File: src/rtl/chirp_sweep_gen_if.sv
// Config, control and output bundle of the chirp sweep generator.
// The master side drives config and control; the slave side is the generator.
interface chirp_sweep_gen_if #(
  parameter int FREQ_W = 16,
  parameter int OUT_W  = 8
);
  logic              cfg_valid;
  logic              cfg_ready;
  logic [FREQ_W-1:0] cfg_f_lo;
  logic [FREQ_W-1:0] cfg_f_hi;
  logic [FREQ_W-1:0] cfg_f_step;
  logic [1:0]        cfg_mode;
  logic              cfg_repeat;
  logic              cfg_wave;
  logic              start;
  logic              stop;
  logic              busy;
  logic              done;
  logic              wrap;
  logic [FREQ_W-1:0] freq_out;
  logic [OUT_W-1:0]  wave_out;
  logic              sq_out;

  modport master (
    output cfg_valid, cfg_f_lo, cfg_f_hi, cfg_f_step, cfg_mode, cfg_repeat, cfg_wave,
    output start, stop,
    input  cfg_ready, busy, done, wrap, freq_out, wave_out, sq_out
  );

  modport slave (
    input  cfg_valid, cfg_f_lo, cfg_f_hi, cfg_f_step, cfg_mode, cfg_repeat, cfg_wave,
    input  start, stop,
    output cfg_ready, busy, done, wrap, freq_out, wave_out, sq_out
  );
endinterface

File: src/rtl/chirp_sweep_gen.sv
// Linear-FM sweep generator: a frequency register steps between programmable
// bounds and drives a phase accumulator producing saw/triangle/square outputs.
module chirp_sweep_gen #(
  parameter int FREQ_W   = 16,
  parameter int PHASE_W  = 24,
  parameter int OUT_W    = 8,
  parameter int STEP_DIV = 4
) (
  input  logic             clk,
  input  logic             rst,
  chirp_sweep_gen_if.slave bus
);

  localparam int DIV_W = (STEP_DIV > 1) ? $clog2(STEP_DIV) : 1;
  localparam logic [DIV_W-1:0]   DIV_LAST  = DIV_W'(STEP_DIV - 1);
  localparam logic [DIV_W-1:0]   DIV_ZERO  = {DIV_W{1'b0}};
  localparam logic [FREQ_W-1:0]  FREQ_ZERO = {FREQ_W{1'b0}};
  localparam logic [PHASE_W-1:0] PH_ZERO   = {PHASE_W{1'b0}};
  localparam logic [1:0]         MODE_DOWN = 2'b01;
  localparam logic [1:0]         MODE_TRI  = 2'b10;

  typedef enum logic [0:0] {
    S_IDLE   = 1'b0,
    S_ACTIVE = 1'b1
  } state_e;

  state_e             state_q, state_d;
  logic [FREQ_W-1:0]  lo_q, lo_d, hi_q, hi_d, step_q, step_d;
  logic [1:0]         mode_q, mode_d;
  logic               rep_q, rep_d, wsel_q, wsel_d, dir_q, dir_d;
  logic [FREQ_W-1:0]  freq_q, freq_d;
  logic [PHASE_W-1:0] phase_q, phase_d;
  logic [DIV_W-1:0]   div_q, div_d;
  logic               ready_q, ready_d, busy_q, busy_d;
  logic               done_q, done_d, wrap_q, wrap_d;
  logic [OUT_W-1:0]   wave_q, wave_d;
  logic               sq_q, sq_d;
  logic               cfg_hs;
  logic [FREQ_W-1:0]  hi_eff, hi_eff_new, sweep_end;

  // Increment with the (FREQ_W+1)-bit sum saturating at the upper limit.
  function automatic logic [FREQ_W-1:0] up_clamp(input logic [FREQ_W-1:0] base,
                                                 input logic [FREQ_W-1:0] inc,
                                                 input logic [FREQ_W-1:0] lim);
    logic [FREQ_W:0] sum;
    sum = {1'b0, base} + {1'b0, inc};
    if (sum > {1'b0, lim}) return lim;
    else return sum[FREQ_W-1:0];
  endfunction

  function automatic logic [FREQ_W-1:0] dn_clamp(input logic [FREQ_W-1:0] base,
                                                 input logic [FREQ_W-1:0] dec,
                                                 input logic [FREQ_W-1:0] lim);
    logic [FREQ_W:0] diff;
    diff = {1'b0, base} - {1'b0, dec};
    if (diff[FREQ_W] || (diff[FREQ_W-1:0] < lim)) return lim;
    else return diff[FREQ_W-1:0];
  endfunction

  // Triangle folds the upper half of the phase cycle by inverting the lower slice.
  function automatic logic [OUT_W-1:0] wave_fn(input logic [PHASE_W-1:0] ph,
                                               input logic tri_sel);
    logic [OUT_W-1:0] smp;
    if (tri_sel) begin
      smp = ph[PHASE_W-2 -: OUT_W];
      if (ph[PHASE_W-1]) smp = ~smp;
      else smp = smp;
    end else begin
      smp = ph[PHASE_W-1 -: OUT_W];
    end
    return smp;
  endfunction

  assign bus.cfg_ready = ready_q;
  assign bus.busy      = busy_q;
  assign bus.done      = done_q;
  assign bus.wrap      = wrap_q;
  assign bus.freq_out  = freq_q;
  assign bus.wave_out  = wave_q;
  assign bus.sq_out    = sq_q;

  // Next-state: config capture, sweep sequencing and phase accumulation.
  always_comb begin
    cfg_hs     = (state_q == S_IDLE) && bus.cfg_valid;
    lo_d       = cfg_hs ? bus.cfg_f_lo   : lo_q;
    hi_d       = cfg_hs ? bus.cfg_f_hi   : hi_q;
    step_d     = cfg_hs ? bus.cfg_f_step : step_q;
    mode_d     = cfg_hs ? bus.cfg_mode   : mode_q;
    rep_d      = cfg_hs ? bus.cfg_repeat : rep_q;
    wsel_d     = cfg_hs ? bus.cfg_wave   : wsel_q;
    hi_eff     = (hi_q > lo_q) ? hi_q : lo_q;
    hi_eff_new = (hi_d > lo_d) ? hi_d : lo_d;
    sweep_end  = dir_q ? lo_q : hi_eff;
    state_d    = state_q;
    dir_d      = dir_q;
    freq_d     = freq_q;
    phase_d    = phase_q;
    div_d      = div_q;
    done_d     = 1'b0;
    wrap_d     = 1'b0;

    case (state_q)
      S_IDLE: begin
        phase_d = PH_ZERO;
        freq_d  = FREQ_ZERO;
        div_d   = DIV_ZERO;
        if (bus.start && !bus.stop) begin
          state_d = S_ACTIVE;
          dir_d   = (mode_d == MODE_DOWN);
          freq_d  = (mode_d == MODE_DOWN) ? hi_eff_new : lo_d;
        end else begin
          state_d = S_IDLE;
        end
      end
      S_ACTIVE: begin
        phase_d = phase_q + PHASE_W'(freq_q);
        if (bus.stop) begin
          state_d = S_IDLE;
          phase_d = PH_ZERO;
          freq_d  = FREQ_ZERO;
          div_d   = DIV_ZERO;
        end else if (div_q == DIV_LAST) begin
          div_d = DIV_ZERO;
          if (freq_q != sweep_end) begin
            freq_d = dir_q ? dn_clamp(freq_q, step_q, lo_q) : up_clamp(freq_q, step_q, hi_eff);
          end else if ((mode_q == MODE_TRI) && !dir_q) begin
            dir_d  = 1'b1;
            freq_d = dn_clamp(hi_eff, step_q, lo_q);
          end else if (rep_q) begin
            wrap_d = 1'b1;
            if (mode_q == MODE_TRI) begin
              dir_d  = 1'b0;
              freq_d = up_clamp(lo_q, step_q, hi_eff);
            end else begin
              freq_d = (mode_q == MODE_DOWN) ? hi_eff : lo_q;
            end
          end else begin
            state_d = S_IDLE;
            done_d  = 1'b1;
            phase_d = PH_ZERO;
            freq_d  = FREQ_ZERO;
          end
        end else begin
          div_d = div_q + 1'b1;
        end
      end
      default: begin
        state_d = S_IDLE;
        phase_d = PH_ZERO;
        freq_d  = FREQ_ZERO;
        div_d   = DIV_ZERO;
      end
    endcase

    busy_d  = (state_d == S_ACTIVE);
    ready_d = (state_d == S_IDLE);
    wave_d  = wave_fn(phase_d, wsel_d);
    sq_d    = phase_d[PHASE_W-1];
  end

  // State, config and output registers with synchronous reset.
  always_ff @(posedge clk) begin
    if (rst) begin
      state_q <= S_IDLE;
      lo_q    <= FREQ_ZERO;
      hi_q    <= FREQ_ZERO;
      step_q  <= FREQ_ZERO;
      mode_q  <= 2'b00;
      rep_q   <= 1'b0;
      wsel_q  <= 1'b0;
      dir_q   <= 1'b0;
      freq_q  <= FREQ_ZERO;
      phase_q <= PH_ZERO;
      div_q   <= DIV_ZERO;
      ready_q <= 1'b1;
      busy_q  <= 1'b0;
      done_q  <= 1'b0;
      wrap_q  <= 1'b0;
      wave_q  <= {OUT_W{1'b0}};
      sq_q    <= 1'b0;
    end else begin
      state_q <= state_d;
      lo_q    <= lo_d;
      hi_q    <= hi_d;
      step_q  <= step_d;
      mode_q  <= mode_d;
      rep_q   <= rep_d;
      wsel_q  <= wsel_d;
      dir_q   <= dir_d;
      freq_q  <= freq_d;
      phase_q <= phase_d;
      div_q   <= div_d;
      ready_q <= ready_d;
      busy_q  <= busy_d;
      done_q  <= done_d;
      wrap_q  <= wrap_d;
      wave_q  <= wave_d;
      sq_q    <= sq_d;
    end
  end

endmodule

File: src/flat_wrapper.sv
// flat-port wrapper written by rule: the top's interface ports become plain ports
module chirp_sweep_gen_flat 
#(
  parameter int FREQ_W   = 16,
  parameter int PHASE_W  = 24,
  parameter int OUT_W    = 8,
  parameter int STEP_DIV = 4
)
  (clk, rst, bus_cfg_valid, bus_cfg_f_lo, bus_cfg_f_hi, bus_cfg_f_step, bus_cfg_mode, bus_cfg_repeat, bus_cfg_wave, bus_start, bus_stop, bus_cfg_ready, bus_busy, bus_done, bus_wrap, bus_freq_out, bus_wave_out, bus_sq_out);
  chirp_sweep_gen_if #(.FREQ_W(FREQ_W), .OUT_W(OUT_W)) bus_i ();
  input  logic clk;
  input  logic rst;
  input wire logic [$bits(bus_i.cfg_valid)-1:0] bus_cfg_valid;
  input wire logic [$bits(bus_i.cfg_f_lo)-1:0] bus_cfg_f_lo;
  input wire logic [$bits(bus_i.cfg_f_hi)-1:0] bus_cfg_f_hi;
  input wire logic [$bits(bus_i.cfg_f_step)-1:0] bus_cfg_f_step;
  input wire logic [$bits(bus_i.cfg_mode)-1:0] bus_cfg_mode;
  input wire logic [$bits(bus_i.cfg_repeat)-1:0] bus_cfg_repeat;
  input wire logic [$bits(bus_i.cfg_wave)-1:0] bus_cfg_wave;
  input wire logic [$bits(bus_i.start)-1:0] bus_start;
  input wire logic [$bits(bus_i.stop)-1:0] bus_stop;
  output wire logic [$bits(bus_i.cfg_ready)-1:0] bus_cfg_ready;
  output wire logic [$bits(bus_i.busy)-1:0] bus_busy;
  output wire logic [$bits(bus_i.done)-1:0] bus_done;
  output wire logic [$bits(bus_i.wrap)-1:0] bus_wrap;
  output wire logic [$bits(bus_i.freq_out)-1:0] bus_freq_out;
  output wire logic [$bits(bus_i.wave_out)-1:0] bus_wave_out;
  output wire logic [$bits(bus_i.sq_out)-1:0] bus_sq_out;
  assign bus_i.cfg_valid = bus_cfg_valid;
  assign bus_i.cfg_f_lo = bus_cfg_f_lo;
  assign bus_i.cfg_f_hi = bus_cfg_f_hi;
  assign bus_i.cfg_f_step = bus_cfg_f_step;
  assign bus_i.cfg_mode = bus_cfg_mode;
  assign bus_i.cfg_repeat = bus_cfg_repeat;
  assign bus_i.cfg_wave = bus_cfg_wave;
  assign bus_i.start = bus_start;
  assign bus_i.stop = bus_stop;
  assign bus_cfg_ready = bus_i.cfg_ready;
  assign bus_busy = bus_i.busy;
  assign bus_done = bus_i.done;
  assign bus_wrap = bus_i.wrap;
  assign bus_freq_out = bus_i.freq_out;
  assign bus_wave_out = bus_i.wave_out;
  assign bus_sq_out = bus_i.sq_out;
  chirp_sweep_gen #(.FREQ_W(FREQ_W), .PHASE_W(PHASE_W), .OUT_W(OUT_W), .STEP_DIV(STEP_DIV)) u_core (.clk(clk), .rst(rst), .bus(bus_i));
endmodule
File: config.mk
export PLATFORM = sky130hd
export DESIGN_NAME = chirp_sweep_gen_flat
export DESIGN_NICKNAME = d
export VERILOG_FILES = /design/src/rtl/chirp_sweep_gen_if.sv /design/src/rtl/chirp_sweep_gen.sv /design/src/flat_wrapper.sv
export SDC_FILE = /design/constraint.sdc
export NUM_CORES = 1
export LEC_CHECK = 0
export BUFFER_PORTS_ARGS = -buffer_cell sky130_fd_sc_hd__buf_4
export CORE_ASPECT_RATIO = 1.4
export CORE_MARGIN = 3
export CORE_UTILIZATION = 58
export CTS_CLUSTER_DIAMETER = 120
export DETAILED_ROUTE_END_ITERATION = 12
export GPL_ROUTABILITY_DRIVEN = 0
export PLACE_DENSITY = 0.81
export SKIP_CTS_REPAIR_TIMING = 1
export SLEW_MARGIN = 5
export SYNTH_ARGS = -nofsm -noshare
export SYNTH_HDL_FRONTEND = slang
export SYNTH_SLANG_ARGS = --single-unit
File: constraint.sdc
create_clock -name clk -period 17 [get_ports clk]
set_clock_uncertainty 0.1 [all_clocks]
set_input_delay 0.85 -clock clk [delete_from_list [all_inputs] [get_ports clk]]
set_output_delay 0.85 -clock clk [all_outputs]
set_load 0.03 [all_outputs]
==> results of run 1 <==
## kinds of logic (layout without fill, tap and decap cells)
group	Yosys count	after routing	synth area share, %
AO/OA/AOI/OAI	433	433	24.6
multiplexers	85	85	7.33
AND/OR/NAND/NOR	440	440	17.3
XOR/XNOR	106	106	7.86
flip-flops	107	107	18.1
adder cells (fa/ha/maj)	180	180	19.4
buffers and inverters	155	210	5.39
## sequential cells by signal, indices dropped and copies added, names as in the netlist
name,cells
u_core.bus.freq_out,16
u_core.wsel_q,1
u_core.bus.cfg_ready,1
u_core.lo_q,16
u_core.mode_q,2
u_core.bus.wave_out,8
u_core.hi_q,16
u_core.step_q,16
u_core.bus.wrap,1
u_core.div_q,2
u_core.phase_q,23
u_core.dir_q,1
u_core.bus.done,1
u_core.rep_q,1
u_core.bus.sq_out,1
u_core.bus.busy,1
## power breakdown
| group | total [W] | switching [W] | internal (W) |
|---|---|---|---|
| combinational | 0.000551 | 0.000329 | 0.000222 |
| sequential | 0.000279 | 0.0000189 | 0.000260 |
| clock | 0.000226 | 0.000121 | 0.000105 |
| total | 0.00106 | 0.000469 | 0.000587 |
## layer usage
| layer | track usage, % | vias up | wire (um) |
|---|---|---|---|
| met2 | 58.3 | 742 | 18700 |
| met4 | 27.8 | 0 | 3740 |
| met1 | 39.8 | 5620 | 14500 |
| met5 | 0 | - | 0 |
| li1 | - | 5556 | - |
| met3 | 5.44 | 230 | 3450 |
## through the flow
step | instance area [um^2] | std cells | util, % | hold WS (ns)
after floorplan | 11800 | 1506 | - | 0.308
after global placement | 12600 | 1797 | 63.2 | 0.315
after detailed placement | 12600 | 1797 | 63.2 | 0.334
after CTS | 12900 | 1813 | 64.8 | 0.359
after global routing | 12900 | 1813 | 64.8 | 0.378
final | 12900 | 1813 | 64.8 | 0.375
## worst min-delay path by stage
| stage | depth (start not counted) | start | to |
|---|---|---|---|
| floorplan | 1 | u_core.div_q[0] | u_core.div_q[0] |
| global placement | 1 | u_core.div_q[0] | u_core.div_q[0] |
| detailed placement | 1 | u_core.div_q[0] | u_core.div_q[0] |
| CTS | 1 | u_core.div_q[0] | u_core.div_q[0] |
| global route | 1 | u_core.div_q[0] | u_core.div_q[0] |
| finish | 1 | u_core.div_q[0] | u_core.div_q[0] |
## area by class of cell
cell class                      count  area [um^2]  share of cell area, %
Tap cell                          252          315                   2.44
Multi-Input combinational cell   1244         9050                   70.1
Clock buffer                        9          225                   1.75
Sequential cell                   107         2140                   16.6
Timing Repair Buffer               95          713                   5.53
Inverter                           99          372                   2.88
Clock inverter                      7         85.1                  0.659
## worst max-delay path: cells and delay by family (launching register included)
family | cells | cell delay, ns
AO/OA/AOI/OAI | 14 | 3.59
adder cells (fa/ha/maj) | 4 | 1.27
multiplexers | 1 | 0.37
AND/OR/NAND/NOR | 5 | 0.83
XOR/XNOR | 1 | 0.11
flip-flops | 1 | 0.52
buffers and inverters | 3 | 0.58
## cell usage in the layout (no fill, tap or decap), types with 33 or more instances in the layout
master | Yosys | layout
ha_1 | 175 | 175
nor2_1 | 163 | 163
a21oi_1 | 144 | 144
nand2_1 | 122 | 122
dfxtp_1 | 107 | 107
inv_1 | 99 | 99
buf_4 | 3 | 95
xnor2_1 | 88 | 88
mux2i_1 | 73 | 73
o21ai_0 | 70 | 70
a21o_1 | 33 | 33
==> summary.md, run 1 <==
| Metric | Value |
|---|---|
| H-tree Lvls | `3` |
| Share of flip-flops with an asynchronous set or reset | `0%` |
| Total gr overflow | `0` |
| Post-synthesis sequential element count | `107` |
| Overall Power | `around 0.0011 W` |
| DRC | `0` |
| Hold Crit Class | `register to register` |
| CTS tree | `yes` |
| Gate Count Post-Synth | `1,506` |
| Max-cap violations | `0` |
| Worst Path Class, Setup | `register to register` |
| Register area share after synthesis | `18.1%` |
| Die width | `127 um` |
| Main synth FF type | `dfxtp_1` |
| Ys Warns | `0` |
| FF-to-FF path depth | `28` |
| Cell taking the most area after synthesis | `ha_1` |
| Most common cell in the netlist | `ha_1` |
| Initial DRT Pass Iterations | `6` |
| Largest net degree at the start of global routing | `70` |
| Worst Path Arrival | `7.68 ns` |
| Nets | `1,793` |
| Final hold vios | `0` |
| Final setup viols | `0` |
| R2R Path Start | `u_core.lo_q[1]` |
| Reg-to-Reg End | `u_core.bus.freq_out[9]` |
| Fin crit share | `roughly 44%` |
| Worst Setup End Kind | `register` |
| Initial Util | `59.3%` |
| Die area | `between 20,000 and 25,000 um^2` |
| Pre-CTS setup slack | `9.72 ns` |
| Worst Setup SP | `u_core.lo_q[1]` |
| RSZ-0062 raised after global routing | `no` |
| Critical path destination | `u_core.bus.freq_out[9]` |
| Lkg Pwr | `5.78 nW` |
| Post-Syn Nets | `around 1,700` |
| DIE HEIGHT | `about 170 um` |
| Synth top area share | `roughly 19%` |
| Clock Latency Late Sink | `0.38 ns` |
| Cell variety after synth | `87` |
| N_diodes | `0` |
| DRT antenna net count | `0` |
| Post-route minimum period | `7.56 ns` |
| Drt via density | `6.70` |
| Max incr delay on CP | `around 0.77 ns` |
| Power Density | `~82 nW/um^2` |
| Dpl hpwl | `approximately 32 mm` |
| Worst Slack Setup Final | `9.44 ns` |
| Fmax | `132 MHz` |
| Most Frequent Cell on Critical Path | `a21oi_1` |
| Max VDD drop | `around 57 uV` |
| First-pass GRT wire length | `61.8 mm` |
| Port-buffer cells | `85` |
| Core area | `19,900 um^2` |
| Req. time, crit path | `17.12 ns` |
| Post-Route WL | `a little over 40 mm` |
| Post-synthesis cell area | `11,800 um^2` |
| Syn avg cell area | `7.84 um^2` |
| Layout area overhead | `9.28%` |
| CP Max Fanout | `24` |
| Final max-slew violation count | `0` |
| Filler instances | `1,684` |
| Synth cell count leaders | `ha_1, nor2_1, a21oi_1` |
| Clock Path Buffers | `2` |
| R2r setup slk | `~9.4 ns` |
| Slew margin rel. | `28.8%` |
| Initial antenna violation count | `0` |
| Worst-Margin Slew | `1.07 ns` |
| Setup TNS | `0 ns` |
| Wire per inst | `around 22 um` |
| Row cnt | `61` |
| Root buffer cell | `clkbuf_16` |
| Ports | `86` |
| Share of layout cells above drive strength 1 | `9.80%` |
| Tot GR Track Use | `a little over a third` |
| Worst-path clk slew | `0.09 ns` |
| CTS sink cnt | `approximately 110` |
| Number of CTS-inserted buffers | `9` |
| Via count of the first global-routing pass | `11,900` |
| Crit start category | `register` |
| Synth area leaders | `ha_1, dfxtp_1, xnor2_1` |
| Initial drt markers | `1,400` |
| Via count | `12,100` |
| Post-synth EDFFs | `0` |
| Master of the slowest instance on the critical path | `a31oi_4` |
| Run status | `finished clean` |
Power figures use the tool's default switching activity.
==> run 2, diff against run 1 <==
Clock period 17 ns to 7.7 ns, I/O delays scaled along.
==> run 2 against run 1 <==
Die area is the same; final area barely moved; global-route usage shrank 0.50 points; sequential share of layout area hardly changed; via count decreased by 1.2%; register-to-register slack got worse by 8.9 ns; sequential power rose by 120%; critical endpoint is now u_core.bus.freq_out[6].
==> summary.md, run 2 (same netlist as run 1, synthesis figures left out) <==
| Metric | Value |
|---|---|
| Run status | `finished clean` |
| Reg-to-Reg End | `u_core.bus.freq_out[6]` |
| CTS sink cnt | `107` |
| Final Util | `64.8%` |
| Ports | `86` |
| Slew margin rel. | `between 20% and 30%` |
| Drt via density | `6.61` |
| DIE HEIGHT | `~170 um` |
| CTS tree | `yes` |
| Initial drt markers | `1,282` |
| Via count of the first global-routing pass | `11,900` |
| Levels on crit path | `25` |
| Top delay family on crit path | `compound AO/OA/AOI/OAI gates` |
| Master of the slowest instance on the critical path | `nor4b_4` |
| Dpl hpwl | `roughly 32 mm` |
| Filler instances | `roughly 1,700` |
| Net Switching | `0.00102 W` |
| Core area | `around 20,000 um^2` |
| Wire per inst | `~22 um` |
| Worst Setup SP | `u_core.lo_q[13]` |
| R2r setup slk | `0.53 ns` |
| Crit start category | `register` |
| First-pass GRT wire length | `61.1 mm` |
| Power Density | `~180 nW/um^2` |
| Hold Crit Class | `input port to register` |
| Reg with most FFs | `u_core.phase_q` |
| Post-route minimum period | `approximately 7.2 ns` |
| Tot GR Track Use | `roughly 35%` |
| Initial antenna violation count | `0` |
| Req. time, crit path | `7.85 ns` |
| Worst Setup End Kind | `register` |
| Switching part of the total | `44.0%` |
| Part of the power in combinational logic | `approximately 52%` |
| Max incr delay on CP | `around 0.62 ns` |
| CP Max Fanout | `12` |
| Worst-Margin Slew | `1.08 ns` |
| Most frequent cells in the layout | `ha_1, nor2_1, a21oi_1, nand2_1, dfxtp_1` |
| Final hold vios | `0` |
| Area of the multi-input gates | `9050 um^2` |
| Largest register FFs | `23` |
| Root buffer cell | `clkbuf_16` |
| DRC | `0` |
| Clock Latency Late Sink | `approximately 0.37 ns` |
| Cell Int Power | `0.00129 W` |
| Largest net degree at the start of global routing | `70` |
| Critical path destination | `u_core.bus.freq_out[6]` |
| N_diodes | `0` |
| Layout area overhead | `9.36%` |
| Lkg Pwr | `just under 6 nW` |
| Die area | `22,100 um^2` |
| Sequential Area | `about 2100 um^2` |
| Die width | `approximately 130 um` |
| FF-to-FF path depth | `25` |
| Setup TNS | `0 ns` |
| Worst-path clk slew | `approximately 0.090 ns` |
| Post-Route WL | `39.4 mm` |
| Fin crit share | `93.1%` |
| Nets | `1,795` |
| Number of CTS-inserted buffers | `9` |
| Overall Power | `0.00231 W` |
| Row cnt | `61` |
| Placed cell count | `1,799` |
| Final max-slew violation count | `0` |
| Initial DRT Pass Iterations | `7` |
| Sequential Power Share | `26.5%` |
| Initial Util | `59.3%` |
| Max VDD drop | `approximately 150 uV` |
| Clock Path Buffers | `2` |
| Final setup viols | `0` |
| RSZ-0062 raised after global routing | `no` |
| Fmax | `139 MHz` |
| Total gr overflow | `0` |
| Max-cap violations | `0` |
| Fin cells | `1,815` |
| Share of layout cells above drive strength 1 | `9.92%` |
| DRT antenna net count | `0` |
| Clock share of power | `21.2%` |
| Via count | `between 10,000 and 15,000` |
| Commonest non-fill, non-tap cell in the layout | `ha_1` |
| Worst Path Arrival | `between 7 and 8 ns` |
| Port-buffer cells | `85` |
| Buf+Inv Stages, Crit Path | `3` |
| R2R Path Start | `u_core.lo_q[13]` |
| H-tree Lvls | `3` |
| Worst Path Class, Setup | `register to register` |
## run 2: cell types whose count changed in the layout (fill, tap and decap cells not counted), sizes merged
cell	delta
buf	+2
clkinvlp	-1
inv	+1
## run 2: worst reg2reg max path, cell delays in order (launching register included)
cell and delay, ns:
dfxtp_1 0.45, inv_1 0.17, ha_1 0.34, nand4_1 0.30, a2111o_1 0.46, a31oi_4 0.35
mux2i_1 0.52, inv_1 0.09, ha_1 0.36, a211oi_1 0.43, o21bai_2 0.17, a21oi_1 0.35
o21bai_1 0.14, a21oi_1 0.19, xnor2_1 0.11, ha_1 0.32, nand3_1 0.09, nor2_1 0.11
o21ai_0 0.07, o21ai_0 0.20, nor4b_4 0.62, buf_4 0.34, mux2_2 0.36, a32o_1 0.27
nor2_1 0.07, o21ai_0 0.08
## run 2: power groups by stage
stage | Combinational [W] | Clock (W) | Sequential, W
5_1_grt | 0.00131 | 0.000511 | 0.000615
3_3_place_gp | 0.00114 | 0 | 0.000623
2_1_floorplan | 0.000861 | 0 | 0.000615
6_report | 0.00121 | 0.000491 | 0.000614
3_5_place_dp | 0.00116 | 0 | 0.000624
4_1_cts | 0.00117 | 0.000494 | 0.000611
## run 2: worst min path at each step
stage / cells past startpoint / slack, ns / to / from
2_1_floorplan: 1 / 0.31 / u_core.div_q[0] / u_core.div_q[0]
3_3_place_gp: 1 / 0.33 / u_core.div_q[0] / u_core.div_q[0]
3_5_place_dp: 1 / 0.33 / u_core.div_q[0] / u_core.div_q[0]
4_1_cts: 3 / 0.15 / u_core.step_q[9] / bus_cfg_f_step[9]
5_1_grt: 3 / 0.16 / u_core.step_q[10] / bus_cfg_f_step[10]
6_report: 3 / 0.15 / u_core.step_q[9] / bus_cfg_f_step[9]
## run 2: layout make-up
cell class                      count  area share, %
Multi-Input combinational cell   1244           70.1
Timing Repair Buffer               97           5.64
Sequential cell                   107           16.6
Tap cell                          252           2.44
Inverter                           99           2.88
Clock inverter                      7          0.610
Clock buffer                        9           1.74
## run 2: per-layer routing
layer | track usage (%) | wire length, um | vias up
met1 | 38.9 | 14400 | 5587
met5 | 0 | 0 | -
met4 | 26.7 | 3600 | 0
met3 | 5.47 | 3180 | 217
li1 | - | - | 5546
met2 | 58.1 | 18200 | 647
## run 2: stage by stage
step | area, um^2 | hold slack [ns] | setup WS [ns]
2_1_floorplan | 11800 | 0.308 | 1.65
3_3_place_gp | 12600 | 0.329 | 0.887
3_5_place_dp | 12600 | 0.334 | 0.738
4_1_cts | 12900 | 0.148 | 0.699
5_1_grt | 12900 | 0.164 | 0.101
6_report | 12900 | 0.151 | 0.531
